File: src/rtl/pipe_pkg.sv
// Shared constants and types for the pipeline control unit: stage indices,
// stall/flush bit positions, forwarding encodings, wait-FSM states and the
// scoreboard entry layout.
package pipe_pkg;

  // Pipeline stage indices
  localparam int STG_IF  = 0;
  localparam int STG_ID  = 1;
  localparam int STG_EX  = 2;
  localparam int STG_MEM = 3;
  localparam int STG_WB  = 4;
  localparam int N_STG   = 5;

  // Bit positions in stall/flush: each bit names the register it controls
  localparam int B_PC    = 0;
  localparam int B_IFID  = 1;
  localparam int B_IDEX  = 2;
  localparam int B_EXMEM = 3;
  localparam int B_MEMWB = 4;

  // Stall/flush patterns for each control situation
  localparam logic [N_STG-1:0] STALL_MEM = 5'b01111;  // hold everything up to EX/MEM
  localparam logic [N_STG-1:0] FLUSH_MEM = 5'b10000;  // bubble into MEM/WB
  localparam logic [N_STG-1:0] STALL_HAZ = 5'b00011;  // hold PC and IF/ID
  localparam logic [N_STG-1:0] FLUSH_HAZ = 5'b00100;  // bubble into ID/EX
  localparam logic [N_STG-1:0] FLUSH_BR  = 5'b00010;  // squash the wrong-path fetch

  // Operand source selects in front of EX
  localparam logic [1:0] FWD_RF    = 2'd0;
  localparam logic [1:0] FWD_EXMEM = 2'd1;
  localparam logic [1:0] FWD_MEMWB = 2'd2;

  // Data-memory wait FSM
  typedef enum logic [1:0] {
    ST_IDLE = 2'd0,
    ST_WAIT = 2'd1,
    ST_TOUT = 2'd2
  } mem_state_t;

  // Wait counter width covers the largest allowed timeout (255)
  localparam int WAIT_CNT_W = 8;

  // Scoreboard entry; rd is stored zero-extended so the layout is fixed
  // regardless of the register address width (up to 8 bits).
  localparam int RD_MAX_W = 8;

  typedef struct packed {
    logic                valid;
    logic [RD_MAX_W-1:0] rd;
    logic                wreg;
    logic                load;
  } sb_entry_t;

endpackage

File: src/rtl/pipe_hazard_cmp.sv
// Compares one ID source register against the EX and MEM scoreboard entries.
// A match requires a live read of a non-zero register by a valid ID
// instruction and a valid, register-writing producer with the same rd.
module pipe_hazard_cmp
  import pipe_pkg::*;
#(
  parameter int REG_AW = 5
) (
  input  logic                id_valid,
  input  logic [REG_AW-1:0]   rs,
  input  logic                re,
  input  logic                ex_valid,
  input  logic [RD_MAX_W-1:0] ex_rd,
  input  logic                ex_wreg,
  input  logic                ex_ld,
  input  logic                mem_valid,
  input  logic [RD_MAX_W-1:0] mem_rd,
  input  logic                mem_wreg,
  output logic                hit_ex,
  output logic                hit_mem,
  output logic                ex_load
);

  logic [RD_MAX_W-1:0] rs_ext;
  logic                src_live;

  assign rs_ext   = RD_MAX_W'(rs);
  // x0 never creates a dependency; rd == rs makes this the rd != 0 test too
  assign src_live = id_valid & re & (rs_ext != '0);

  assign hit_ex  = src_live & ex_valid  & ex_wreg  & (ex_rd  == rs_ext);
  assign hit_mem = src_live & mem_valid & mem_wreg & (mem_rd == rs_ext);
  // Load-use: the EX producer is a load whose data is not yet available
  assign ex_load = hit_ex & ex_ld;

endmodule

File: src/rtl/pipe_ctrl.sv
// Pipeline control for the 5-stage core: scoreboard of in-flight
// destinations, RAW/load-use hazard detection, forwarding selects and a
// data-memory wait FSM with forced release on timeout.
module pipe_ctrl
  import pipe_pkg::*;
#(
  parameter int REG_AW      = 5,
  parameter int FWD_EN      = 1,
  parameter int MEM_TIMEOUT = 15,
  parameter int CNT_W       = 16
) (
  input  logic              clk,
  input  logic              rst,
  input  logic              id_valid_i,
  input  logic [REG_AW-1:0] id_rs1_i,
  input  logic [REG_AW-1:0] id_rs2_i,
  input  logic              id_rs1_re_i,
  input  logic              id_rs2_re_i,
  input  logic [REG_AW-1:0] id_rd_i,
  input  logic              id_wreg_i,
  input  logic              id_load_i,
  input  logic              id_branch_i,
  input  logic              mem_req_i,
  input  logic              mem_ack_i,
  output logic [4:0]        stall_o,
  output logic [4:0]        flush_o,
  output logic [1:0]        fwd1_sel_o,
  output logic [1:0]        fwd2_sel_o,
  output logic              mem_timeout_o,
  output logic [CNT_W-1:0]  stall_cnt_o
);

  localparam logic [WAIT_CNT_W-1:0] TIMEOUT_CNT = WAIT_CNT_W'(MEM_TIMEOUT);

  // Scoreboard: EX entry as a struct, MEM entry keeps only what matching needs
  sb_entry_t           ex_q, ex_d;
  logic                mem_valid_q;
  logic [RD_MAX_W-1:0] mem_rd_q;
  logic                mem_wreg_q;

  mem_state_t            state_q, state_d;
  logic [WAIT_CNT_W-1:0] wait_cnt_q, wait_cnt_d;
  logic                  mem_wait;

  logic h1_ex, h1_mem, h1_ld;
  logic h2_ex, h2_mem, h2_ld;
  logic hazard;

  pipe_hazard_cmp #(.REG_AW(REG_AW)) u_cmp_rs1 (
    .id_valid  (id_valid_i),
    .rs        (id_rs1_i),
    .re        (id_rs1_re_i),
    .ex_valid  (ex_q.valid),
    .ex_rd     (ex_q.rd),
    .ex_wreg   (ex_q.wreg),
    .ex_ld     (ex_q.load),
    .mem_valid (mem_valid_q),
    .mem_rd    (mem_rd_q),
    .mem_wreg  (mem_wreg_q),
    .hit_ex    (h1_ex),
    .hit_mem   (h1_mem),
    .ex_load   (h1_ld)
  );

  pipe_hazard_cmp #(.REG_AW(REG_AW)) u_cmp_rs2 (
    .id_valid  (id_valid_i),
    .rs        (id_rs2_i),
    .re        (id_rs2_re_i),
    .ex_valid  (ex_q.valid),
    .ex_rd     (ex_q.rd),
    .ex_wreg   (ex_q.wreg),
    .ex_ld     (ex_q.load),
    .mem_valid (mem_valid_q),
    .mem_rd    (mem_rd_q),
    .mem_wreg  (mem_wreg_q),
    .hit_ex    (h2_ex),
    .hit_mem   (h2_mem),
    .ex_load   (h2_ld)
  );

  // With forwarding only a load in EX forces a stall; without it any
  // in-flight producer of a source register does.
  assign hazard = (FWD_EN != 0) ? (h1_ld | h2_ld)
                                : (h1_ex | h1_mem | h2_ex | h2_mem);

  // Wait FSM next state; the count holds wait cycles completed so far
  always_comb begin
    // NOTE: every comb output gets a default first so no path infers a latch.
    state_d    = state_q;
    wait_cnt_d = wait_cnt_q;
    mem_wait   = 1'b0;
    // Outputs must read idle while reset is held, even with a request pending
    if (rst) begin
      mem_wait = mem_req_i & ~mem_ack_i & (state_q != ST_TOUT);
      unique case (state_q)
        ST_IDLE: begin
          if (mem_wait) begin
            state_d    = ST_WAIT;
            wait_cnt_d = WAIT_CNT_W'(1);
          end
        end
        ST_WAIT: begin
          if (!mem_wait) begin
            // Acked, or the request was withdrawn
            state_d = ST_IDLE;
          end else begin
            wait_cnt_d = wait_cnt_q + WAIT_CNT_W'(1);
            // This cycle is the last allowed wait cycle: release next cycle
            if (wait_cnt_d == TIMEOUT_CNT) state_d = ST_TOUT;
          end
        end
        ST_TOUT: state_d = ST_IDLE;
        default: state_d = ST_IDLE;
      endcase
    end
  end

  // Wait FSM state and counter registers
  always_ff @(posedge clk or negedge rst) begin
    // NOTE: sequential state uses <= so every register samples pre-edge values.
    if (!rst) begin
      state_q    <= ST_IDLE;
      wait_cnt_q <= '0;
    end else begin
      state_q    <= state_d;
      wait_cnt_q <= wait_cnt_d;
    end
  end

  // Control outputs by priority: memory wait, data hazard, branch
  always_comb begin
    stall_o       = '0;
    flush_o       = '0;
    fwd1_sel_o    = FWD_RF;
    fwd2_sel_o    = FWD_RF;
    mem_timeout_o = 1'b0;
    if (rst) begin
      mem_timeout_o = (state_q == ST_TOUT);
      if (mem_wait) begin
        // ID is held, so a branch there is simply taken later
        stall_o = STALL_MEM;
        flush_o = FLUSH_MEM;
      end else if (hazard) begin
        // Branch operands are stale this cycle; it re-resolves after the stall
        stall_o = STALL_HAZ;
        flush_o = FLUSH_HAZ;
      end else begin
        if (id_branch_i && id_valid_i) flush_o = FLUSH_BR;
        if (FWD_EN != 0) begin
          fwd1_sel_o = h1_ex ? FWD_EXMEM : (h1_mem ? FWD_MEMWB : FWD_RF);
          fwd2_sel_o = h2_ex ? FWD_EXMEM : (h2_mem ? FWD_MEMWB : FWD_RF);
        end
      end
    end
  end

  // ID fields entering EX; a bubble inserted into ID/EX is recorded as invalid
  always_comb begin
    ex_d.valid = id_valid_i & ~flush_o[B_IDEX];
    ex_d.rd    = RD_MAX_W'(id_rd_i);
    ex_d.wreg  = id_wreg_i;
    ex_d.load  = id_load_i;
  end

  // Scoreboard shift, following the ID/EX and EX/MEM hold controls
  always_ff @(posedge clk or negedge rst) begin
    if (!rst) begin
      ex_q        <= '0;
      mem_valid_q <= 1'b0;
      mem_rd_q    <= '0;
      mem_wreg_q  <= 1'b0;
    end else begin
      if (!stall_o[B_IDEX]) ex_q <= ex_d;
      if (!stall_o[B_EXMEM]) begin
        mem_valid_q <= ex_q.valid;
        mem_rd_q    <= ex_q.rd;
        mem_wreg_q  <= ex_q.wreg;
      end
    end
  end

  // Saturating count of cycles with the PC held
  always_ff @(posedge clk or negedge rst) begin
    if (!rst) begin
      stall_cnt_o <= '0;
    end else if (stall_o[B_PC] && (stall_cnt_o != '1)) begin
      stall_cnt_o <= stall_cnt_o + CNT_W'(1);
    end
  end

endmodule

File: config.mk
export PLATFORM = sky130hd
export DESIGN_NAME = pipe_ctrl
export DESIGN_NICKNAME = d
export VERILOG_FILES = /design/src/rtl/pipe_pkg.sv /design/src/rtl/pipe_hazard_cmp.sv /design/src/rtl/pipe_ctrl.sv
export SDC_FILE = /design/constraint.sdc
export NUM_CORES = 1
export LEC_CHECK = 0
export BUFFER_PORTS_ARGS = -buffer_cell sky130_fd_sc_hd__buf_2
export CAP_MARGIN = 25
export CORE_MARGIN = 3
export CORE_UTILIZATION = 50
export CTS_BUF_LIST = sky130_fd_sc_hd__clkbuf_8
export CTS_CLUSTER_DIAMETER = 40
export CTS_CLUSTER_SIZE = 20
export DETAILED_ROUTE_END_ITERATION = 12
export GPL_TIMING_DRIVEN = 0
export PLACE_DENSITY = 0.78
export SKIP_LAST_GASP = 1
export SYNTH_ARGS = -nofsm -noshare
export SYNTH_HDL_FRONTEND = slang
export SYNTH_SLANG_ARGS = --single-unit
File: constraint.sdc
create_clock -name clk -period 1.9 [get_ports clk]
set_input_delay 0.19 -clock clk [delete_from_list [all_inputs] [get_ports clk]]
set_output_delay 0.19 -clock clk [all_outputs]
set_load 0.05 [all_outputs]
==> flow_summary.json <==
{
  "final_core_util_pct": 76.39,
  "critPathKind": "in -> out",
  "clock_latency_ps": 300,
  "finalCritPeriodShare_pct": 119.7,
  "first_global_vias": 2145,
  "clockBufferDepth": 2,
  "drtIter0Drc": 140,
  "rsz0062_at_grt": "true",
  "hold_path_class": "in -> reg",
  "violations": "setup timing",
  "r2r_slack_ps": -160,
  "die_area_sq_mm": 0.005520,
  "crit_fanout": 3,
  "synth_top_area_cell": "dfrtp_1",
  "drive_gt1_share_pct": 37.54,
  "dp_hpwl_um": 4014,
  "cts_root_buf": "clkbuf_8",
  "cp.arrival_ps": 2080,
  "grt_use_total_pct": 23.10,
  "synth_cells": 261,
  "dpl-instance-area_sq_mm": 0.002791,
  "cts_made_buffers": 5,
  "die_h_um": 74.30,
  "synth-edff-count": 0,
  "async_flop_share_pct": 100.0,
  "yosys_warnings": 0,
  "die_w_um": 74.30,
  "crit_required_ps": 1710,
  "grt_pass1_wl_um": 9839,
  "remaining_drc_errors": 0,
  "p_leak_uw": 0.001593,
  "synthFlopType": "dfrtp_1",
  "fmax_ghz": 0.4398,
  "crit_start": "id_rs1_i[2]",
  "synth.avg_cell_area_sq_um": 8.936,
  "grt-ovfl-total": 0,
  "drt-total-wl_um": 6334,
  "drv_slew": 0,
  "vias_per_cell": 5.499,
  "yosys-top-cells-area": "dfrtp_1 44%, nand2_1 9.7%, xnor2_1 8.6%, xor2_1 4.5%, nand3_1 2.8%",
  "yosysSeqAreaShare_pct": 43.99,
  "power_density_mw_per_mm2": 715.7,
  "netlist_area_sq_mm": 0.002332,
  "slew-limit-headroom_pct": 65.07,
  "vdd_ir_drop_max_uv": 1039,
  "io_buffers": 52,
  "synth.distinct_cells": 40,
  "nets": 376,
  "finalCriticalPeriod_ps": 2274,
  "htreeDepth": 2,
  "vias": 2205,
  "dr.pass1.iters": 4,
  "grt_max_degree": 42,
  "area_growth_pct": 44.58,
  "status": "complete, but fails checks",
  "synth.most_common_cell": "nand2_1",
  "worstHoldStart": "id_rd_i[4]",
  "timing.rr.start": "ex_q[2]",
  "core_sq_mm": 0.004414,
  "clk_pin_slew_ps": 80,
  "ys_top_cells_by_count": "60 x nand2_1, 41 x dfrtp_1, 23 x xnor2_1, 13 x nand3_1, 12 x xor2_1",
  "cts.sinks": 41,
  "hold_violations": 0,
  "cp-start-kind": "input port",
  "num_io_pins": 56,
  "worst_pin_slew_ps": 523.9,
  "antenna_found_initial": 0,
  "gp_congestion": 0.8601,
  "worst_slack_ps": -374.0,
  "wl_per_cell_um": 15.80,
  "synth_top_area_share_pct": 43.99,
  "start_util_pct": 52.83,
  "rows": 24,
  "skew_ps": 9.043,
  "final_antenna_net_count": 0,
  "whs_ps": 91.42,
  "drv_cap": 0,
  "cts_tree": "built",
  "ys_seq_elements": 41,
  "setup_viol": 22,
  "critPathCaptureType": "output pin",
  "postLayoutCellArea_sq_mm": 0.003372,
  "n_antenna_cell": 0
}
==> area by class of cell <==
cell class	instances	area, sq um
Multi-Input combinational cell	200	1466
Fill cell	274	1042
Sequential cell	41	1032
Timing Repair Buffer	78	591.8
Clock buffer	6	82.58
Buffer	14	82.58
Tap cell	52	65.06
Inverter	8	37.54
Clock inverter	2	13.76
==> sequential cells by signal (all words and copies together), names as in the netlist <==
signal and cells:
state_q 2, mem_wreg_q 1, mem_rd_q 5, mem_valid_q 1, ex_q 8, wait_cnt_q 8, stall_cnt_o 16
==> per-layer routing <==
layer	up-vias	GRT usage, %	wire length [um]
met5	-	0	0
met2	70	39.76	3299
met1	1065	29.41	2598
met3	8	4.865	342
li1	1062	-	-
met4	0	6.719	93
==> critical path: stages <==
cell and delay [ps]:
buf_2 130, or4_4 500, o211ai_4 240, nor4_4 90
o21a_1 200, or3_4 360, nor4_4 160, buf_6 190
==> cells in the final DEF (no fill, tap or decap), types with 3 or more instances in the layout <==
master and n:
nand3_1 10, buf_6 14, xor2_1 12, buf_8 3, nand4_1 9, buf_4 28
clkbuf_8 6, nor2_2 3, dfrtp_1 36, nand2b_1 3, o21ai_0 6, and3_1 3
dfrtp_2 5, buf_2 37, nand2_1 59, inv_1 7, clkbuf_1 7, xnor2_1 20
a21oi_1 3, nor2_1 7, xnor2_2 3, a21o_1 3, nor4_4 5, nor3_1 8
conb_1 3, a22o_1 6
==> where the power goes <==
group | total, uW | leakage, uW | internal (uW) | switching, uW
Clock | 603 | 0.0000512 | 294 | 309
Combinational | 730 | 0.00102 | 279 | 450
Sequential | 1080 | 0.000517 | 966 | 115
Total | 2410 | 0.00159 | 1540 | 874
==> kinds of logic after synthesis <==
family          after synthesis  share of synthesized area [%]
flops                        41                          43.99
xor+xnor                     35                          13.14
mux                           4                          1.878
compound gates               32                          10.19
fa+ha+maj                     3                          1.610
simple gates                123                          24.52
other cells                   1                         0.1608
buf+inv                      22                          4.506
==> worst paths after layout <==
| kind | endpoint | depth (start not counted) |
|---|---|---|
| worst max-delay path | fwd1_sel_o[1] | 8 |
| worst min-delay path | ex_q[6] | 3 |
| worst max register to register | stall_cnt_o[1] | 8 |
| worst min register to register | mem_valid_q | 2 |
| max in group asynchronous | ex_q[4] | 3 |
| min in group asynchronous | wait_cnt_q[5] | 3 |
==> per-stage QoR <==
step                      std cells  setup TNS [ps]  power [uW]  setup WS (ps)
final                           401           -3364        2413         -374.0
after global routing            401           -6304        2554         -426.5
after CTS                       390           -2337        2355         -379.2
after detailed placement        367          -28480        1701         -890.6
after global placement          367          -27800        1685         -896.2
after floorplan                 263           -3989        1523         -483.1
==> timing repair <==
action	4_1_cts	5_1_grt
endpoints found under the setup margin	49	29
setup buffers	13	11
pin swaps	10	7
hold buffers	2	0
resized for setup	43	26
hold endpoints to repair	41	0
(Power assumes the default switching activity.)
